**src/rtl/gpr_file_mp_if.sv**
```systemverilog
// Bus bundle between issue/writeback stages and the multi-ported register file.
// The master drives addresses, writes and busy claims; the slave returns read data and busy state.
interface gpr_file_mp_if #(
   parameter int XLEN = 64,
   parameter int NREG = 32,
   parameter int NRD  = 2,
   parameter int NWR  = 1
);
   localparam int AW = $clog2(NREG);

   logic [NRD*AW-1:0]   raddr;
   logic [NRD*XLEN-1:0] rdata;
   logic [NRD-1:0]      rbusy;
   logic [NWR-1:0]      wen;
   logic [NWR*AW-1:0]   waddr;
   logic [NWR*XLEN-1:0] wdata;
   logic                set_en;
   logic [AW-1:0]       set_addr;
   logic [AW-1:0]       dbg_addr;
   logic [XLEN-1:0]     dbg_data;
   logic                any_busy;

   modport master (
      output raddr, wen, waddr, wdata, set_en, set_addr, dbg_addr,
      input  rdata, rbusy, dbg_data, any_busy
   );

   modport slave (
      input  raddr, wen, waddr, wdata, set_en, set_addr, dbg_addr,
      output rdata, rbusy, dbg_data, any_busy
   );
endinterface

```
**src/rtl/gpr_file_mp.sv**
```systemverilog
// Multi-ported general-purpose register file with optional same-cycle write bypass
// and a per-register busy scoreboard (set at issue, cleared at writeback).
module gpr_file_mp #(
   parameter int XLEN    = 64,
   parameter int NREG    = 32,
   parameter int NRD     = 2,
   parameter int NWR     = 1,
   parameter bit ZERO_R0 = 1'b1,
   parameter bit BYPASS  = 1'b1
) (
   input logic          clock,
   input logic          reset_n,
   gpr_file_mp_if.slave bus
);
   localparam int AW = $clog2(NREG);

   logic [XLEN-1:0] rf [NREG];
   logic [NREG-1:0] busy;

   logic [AW-1:0]   wa [NWR];
   logic [XLEN-1:0] wd [NWR];
   logic [AW-1:0]   ra [NRD];
   logic [XLEN-1:0] rd [NRD];
   logic [NRD-1:0]  rb;

   // NREG may be below 2**AW, so the upper codes are treated as holes.
   function automatic logic in_range(input logic [AW-1:0] a);
      return {1'b0, a} < (AW+1)'(NREG);
   endfunction

   function automatic logic usable(input logic [AW-1:0] a);
      return in_range(a) && !(ZERO_R0 && (a == '0));
   endfunction

   for (genvar j = 0; j < NWR; j++) begin : g_wr
      assign wa[j] = bus.waddr[j*AW +: AW];
      assign wd[j] = bus.wdata[j*XLEN +: XLEN];
   end

   for (genvar i = 0; i < NRD; i++) begin : g_ra
      assign ra[i] = bus.raddr[i*AW +: AW];
   end

   // Ascending port order makes the highest-index writer win on address collisions.
   always_ff @(posedge clock or negedge reset_n) begin
      if (!reset_n) begin
         for (int r = 0; r < NREG; r++) begin
            rf[r] <= '0;
         end
      end else begin
         for (int j = 0; j < NWR; j++) begin
            if (bus.wen[j] && usable(wa[j])) begin
               rf[wa[j]] <= wd[j];
            end
         end
      end
   end

   // Set is applied after the clears so a newer producer keeps the register busy.
   always_ff @(posedge clock or negedge reset_n) begin
      if (!reset_n) begin
         busy <= '0;
      end else begin
         for (int j = 0; j < NWR; j++) begin
            if (bus.wen[j] && usable(wa[j])) begin
               busy[wa[j]] <= 1'b0;
            end
         end
         if (bus.set_en && usable(bus.set_addr)) begin
            busy[bus.set_addr] <= 1'b1;
         end
      end
   end

   always_comb begin
      for (int i = 0; i < NRD; i++) begin
         rd[i] = '0;
         rb[i] = 1'b0;
         if (usable(ra[i])) begin
            rd[i] = rf[ra[i]];
            rb[i] = busy[ra[i]];
            if (BYPASS && reset_n) begin
               for (int j = 0; j < NWR; j++) begin
                  if (bus.wen[j] && (wa[j] == ra[i])) begin
                     rd[i] = wd[j];
                     rb[i] = 1'b0;
                  end
               end
            end
         end
      end
   end

   logic [NRD*XLEN-1:0] rdata_flat;

   always_comb begin
      rdata_flat = '0;
      for (int i = 0; i < NRD; i++) begin
         rdata_flat[i*XLEN +: XLEN] = rd[i];
      end
   end

   assign bus.rdata    = rdata_flat;
   assign bus.rbusy    = rb;
   assign bus.dbg_data = in_range(bus.dbg_addr) ? rf[bus.dbg_addr] : '0;
   assign bus.any_busy = |busy;

   for (genvar j = 0; j < NWR; j++) begin : g_wchk
      a_waddr_range: assert property (@(posedge clock) disable iff (!reset_n)
         bus.wen[j] |-> in_range(bus.waddr[j*AW +: AW]));
   end

   for (genvar i = 0; i < NRD; i++) begin : g_rchk
      a_raddr_range: assert property (@(posedge clock) disable iff (!reset_n)
         in_range(bus.raddr[i*AW +: AW]));
   end

   a_set_range: assert property (@(posedge clock) disable iff (!reset_n)
      bus.set_en |-> in_range(bus.set_addr));

endmodule
```
**src/flat_wrapper.sv**
```systemverilog
// flat-port wrapper written by rule: the top's interface ports become plain ports
module gpr_file_mp_flat 
#(
   parameter int XLEN    = 64,
   parameter int NREG    = 32,
   parameter int NRD     = 2,
   parameter int NWR     = 1,
   parameter bit ZERO_R0 = 1'b1,
   parameter bit BYPASS  = 1'b1
)
  (clock, reset_n, bus_raddr, bus_wen, bus_waddr, bus_wdata, bus_set_en, bus_set_addr, bus_dbg_addr, bus_rdata, bus_rbusy, bus_dbg_data, bus_any_busy);
  gpr_file_mp_if #(.XLEN(XLEN), .NREG(NREG), .NRD(NRD), .NWR(NWR)) bus_i ();
  input logic clock;
  input logic reset_n;
  input wire logic [$bits(bus_i.raddr)-1:0] bus_raddr;
  input wire logic [$bits(bus_i.wen)-1:0] bus_wen;
  input wire logic [$bits(bus_i.waddr)-1:0] bus_waddr;
  input wire logic [$bits(bus_i.wdata)-1:0] bus_wdata;
  input wire logic [$bits(bus_i.set_en)-1:0] bus_set_en;
  input wire logic [$bits(bus_i.set_addr)-1:0] bus_set_addr;
  input wire logic [$bits(bus_i.dbg_addr)-1:0] bus_dbg_addr;
  output wire logic [$bits(bus_i.rdata)-1:0] bus_rdata;
  output wire logic [$bits(bus_i.rbusy)-1:0] bus_rbusy;
  output wire logic [$bits(bus_i.dbg_data)-1:0] bus_dbg_data;
  output wire logic [$bits(bus_i.any_busy)-1:0] bus_any_busy;
  assign bus_i.raddr = bus_raddr;
  assign bus_i.wen = bus_wen;
  assign bus_i.waddr = bus_waddr;
  assign bus_i.wdata = bus_wdata;
  assign bus_i.set_en = bus_set_en;
  assign bus_i.set_addr = bus_set_addr;
  assign bus_i.dbg_addr = bus_dbg_addr;
  assign bus_rdata = bus_i.rdata;
  assign bus_rbusy = bus_i.rbusy;
  assign bus_dbg_data = bus_i.dbg_data;
  assign bus_any_busy = bus_i.any_busy;
  gpr_file_mp #(.XLEN(XLEN), .NREG(NREG), .NRD(NRD), .NWR(NWR), .ZERO_R0(ZERO_R0), .BYPASS(BYPASS)) u_core (.clock(clock), .reset_n(reset_n), .bus(bus_i));
endmodule
```
**config.mk**
```make
export PLATFORM = sky130hd
export DESIGN_NAME = gpr_file_mp_flat
export DESIGN_NICKNAME = d
export VERILOG_FILES = /design/src/rtl/gpr_file_mp_if.sv /design/src/rtl/gpr_file_mp.sv /design/src/flat_wrapper.sv
export SDC_FILE = /design/constraint.sdc
export NUM_CORES = 2
export LEC_CHECK = 0
export BUFFER_PORTS_ARGS = -buffer_cell sky130_fd_sc_hd__buf_2
export CAP_MARGIN = 20
export CORE_MARGIN = 5
export CORE_UTILIZATION = 51
export CTS_CLUSTER_DIAMETER = 150
export DETAILED_ROUTE_END_ITERATION = 10
export GPL_TIMING_DRIVEN = 1
export PLACE_DENSITY = 0.69
export SLEW_MARGIN = 20
export SYNTH_ARGS = -nofsm -noshare
export SYNTH_HDL_FRONTEND = slang
export SYNTH_SLANG_ARGS = --single-unit
```
**constraint.sdc**
```tcl
create_clock -name clock -period 3 [get_ports clock]
set_input_delay 0.45 -clock clock [delete_from_list [all_inputs] [get_ports clock]]
set_output_delay 0.45 -clock clock [all_outputs]
set_load 0.1 [all_outputs]
```
==> results.json <==
{
  "reg2reg_depth": 3,
  "drive_above_1_share": 0.601,
  "rsz0062_at_grt": "true",
  "crit_path_max_fanout": 4,
  "clock_sink_count": 2080,
  "ir_drop_uv": 741,
  "ys_ff_latch": 2080,
  "post_synth_instance_area_um2": 128000,
  "dpl_cell_area_um2": 142000,
  "ant_nets": 0,
  "powerDensity_nw_per_um2": 650,
  "r2r-start": "u_core.busy[28]",
  "power_leakage_nw": 65.7,
  "critPathCapture": "bus_rbusy[1]",
  "reg2reg_to": "u_core.busy[28]",
  "crit_path_end_kind": "primary output",
  "cts_htree_levels": 4,
  "clkTransAtPathRegs_ps": 60,
  "maxCapViolCount": 0,
  "use_met1": 0.480,
  "rows": 183,
  "tritoncts": "built",
  "antenna_found_initial": 40,
  "cts.path.max_buffers": 3,
  "portBuffers": 287,
  "worstSetupStartpoint": "u_core.busy[4]",
  "syn_area_per_cell_um2": 14.5,
  "syn_inst": 8831,
  "grt_pass1_wl_mm": 700,
  "cp-start-kind": "flop",
  "cts_made_buffers": 226,
  "finalClockSkew_ps": 0,
  "grt_use_total": 0.367,
  "multi_input_area_um2": 74200,
  "hold_violations": 0,
  "nFillCells": 18000,
  "grt_max_degree": 178,
  "met3_usage": 0.121,
  "drv_slew": 0,
  "layout.cells.most_common_list": "2075 x dfrtp_1, 2053 x mux2_2, 1329 x mux4_2, 680 x mux2i_1, 604 x buf_4",
  "tightest_slew_ps": 1170,
  "syn_nets": 8924,
  "drc": 0,
  "postSynth.asyncResetShare": 1.00,
  "status": "finished with violations",
  "busiest_layer": "met2",
  "hold_depth": 3,
  "gp_congestion": 0.930,
  "synthFlopType": "dfrtp_1",
  "insertion_delay_ps": 920,
  "clock-root-buffer": "clkbuf_16",
  "violations": "negative setup slack",
  "setup_ws_ps": -365,
  "die_w_um": 510,
  "syn_to_final_growth_pct": 21.1,
  "synth-edff-count": 0,
  "grt-ovfl-total": 0,
  "period_minus_slack_ps": 3370,
  "synth_seq_area_share": 0.408,
  "relSlewSlack": 0.220,
  "synth_warnings": 0,
  "hp-class": "input port to flop",
  "final_common_cell": "dfrtp_1",
  "post_drt_wl_per_cell_um": 37.9,
  "grt_pass1_vias": 97400,
  "dp.final_hpwl_mm": 291,
  "dr.pass1.iters": 6,
  "fin_nets": 9320,
  "criticalPathCategory": "flop to primary output",
  "synth_cell_type_count": 46,
  "start_util": 0.513,
  "vias_per_cell": 7.54,
  "totalWireLength_mm": 485,
  "coreArea_um2": 249000,
  "dieArea_um2": 261000,
  "arrival_ps": 2920,
  "ff2ff_setup_slack_ps": 1710,
  "drtIter0Drc": 13900,
  "cp.required_ps": 2550,
  "final-seq-area_um2": 52100,
  "io_pins": 288,
  "design_area_um2": 155000,
  "grt_util_met2": 0.530,
  "setup_viol": 192,
  "vias": 96300,
  "min_period_over_period": 1.12,
  "die_h_um": 510,
  "power.total_mw": 101,
  "max_freq_mhz": 297
}
synthesized netlist by cell type, types with 3 or more instances:
cell         n  share of area
nor4b_1      3        0.00021
mux2i_1    705          0.055
a22oi_1     63         0.0037
o221ai_1    35         0.0024
and3_1      33         0.0016
a221o_1    182          0.014
dfrtp_1   2080           0.41
inv_1       17        0.00050
nor4_1      10        0.00049
and2_1       7        0.00034
nand2b_1    38         0.0019
buf_6       10        0.00088
mux4_2    1329           0.23
o22ai_1     47         0.0023
o311ai_0    35         0.0024
nand3b_1     3        0.00018
or2_2        3        0.00015
a211oi_1    92         0.0054
o21ai_0    161         0.0063
buf_1       55         0.0016
nand2_1    121         0.0036
buf_4       46         0.0027
a221oi_1   227          0.016
nor2b_1     12        0.00059
mux2_2    2118           0.19
clkbuf_1   657          0.019
nor3b_1      4        0.00024
buf_2      333          0.013
a21oi_1    128         0.0050
xnor2_1      8        0.00055
nor3_1     136         0.0053
nor2_1      54         0.0016
a22o_1      15         0.0010
nand3_1     47         0.0018
cell families after synthesis:
kind of cell,Yosys count,share of synthesized area
buffers and inverters,1118,0.0381
AOI/OAI and AO/OA,994,0.0590
muxes,4152,0.476
and+or+nand+nor,477,0.0183
DFF,2080,0.408
xor gates and xnor gates,10,0.000686
worst min path at each step:
stage,startpoint,to
2_1_floorplan,reset_n,u_core.busy[0]
6_report,bus_set_en,u_core.busy[27]
3_5_place_dp,u_core.rf[2044],u_core.rf[2044]
4_1_cts,bus_wdata[48],u_core.rf[1840]
5_1_grt,bus_wdata[48],u_core.rf[1520]
3_3_place_gp,u_core.rf[2009],u_core.rf[2009]
power breakdown:
| part | switching [mW] | total, mW | internal [mW] |
|---|---|---|---|
| registers | 5.89 | 39.3 | 33.4 |
| logic | 14.5 | 31.1 | 16.6 |
| clock network | 12.6 | 30.3 | 17.7 |
| total | 32.9 | 101 | 67.7 |
metrics by stage:
step,cells,setup WS [ps],hold WS [ps],util,setup TNS [ps]
after CTS,12700,-408,2.03,0.615,-37650
after floorplan,8831,-84.0,154,-,-496
after global placement,12100,-278,394,0.569,-22600
final,12800,-365,53.5,0.622,-34450
after detailed placement,12100,-324,403,0.569,-24640
after global routing,12800,-403,41.9,0.622,-42630
timing repair:
action / 4_1_cts / 5_1_grt
cloned: 1 / 0
buffers inserted: 167 / 72
endpoints found under the hold margin: 624 / 0
endpoints found under the setup margin: 194 / 195
resized for setup: 609 / 251
hold buffers: 11 / 0
pin swaps: 251 / 147
layout make-up:
class                   count  area share
diodes                     25    0.000404
clock buffers             311      0.0418
clock inverters           106     0.00997
inverters                  17    0.000574
multi-input cells        5633       0.479
flip-flops and latches   2080       0.336
well taps                3330      0.0269
repair buffers           1269       0.104
registers in the layout, summed over array words and instances (netlist names):
register	count
u_core.busy	32
u_core.rf	2048
routing by layer:
| layer | vias up | part of all wire |
|---|---|---|
| li1 | 36200 | - |
| met1 | 50600 | 0.36 |
| met2 | 7493 | 0.44 |
| met3 | 2024 | 0.13 |
| met4 | 22 | 0.075 |
| met5 | - | 0.00027 |
worst max-delay path, cell delays in order, from the launching register on:
cell      delay, ps
dfrtp_1         430
mux4_2          480
mux4_2          460
nand2b_4        150
and4b_2         290
buf_12          180
Note: power is estimated with default switching activity, not from simulation.
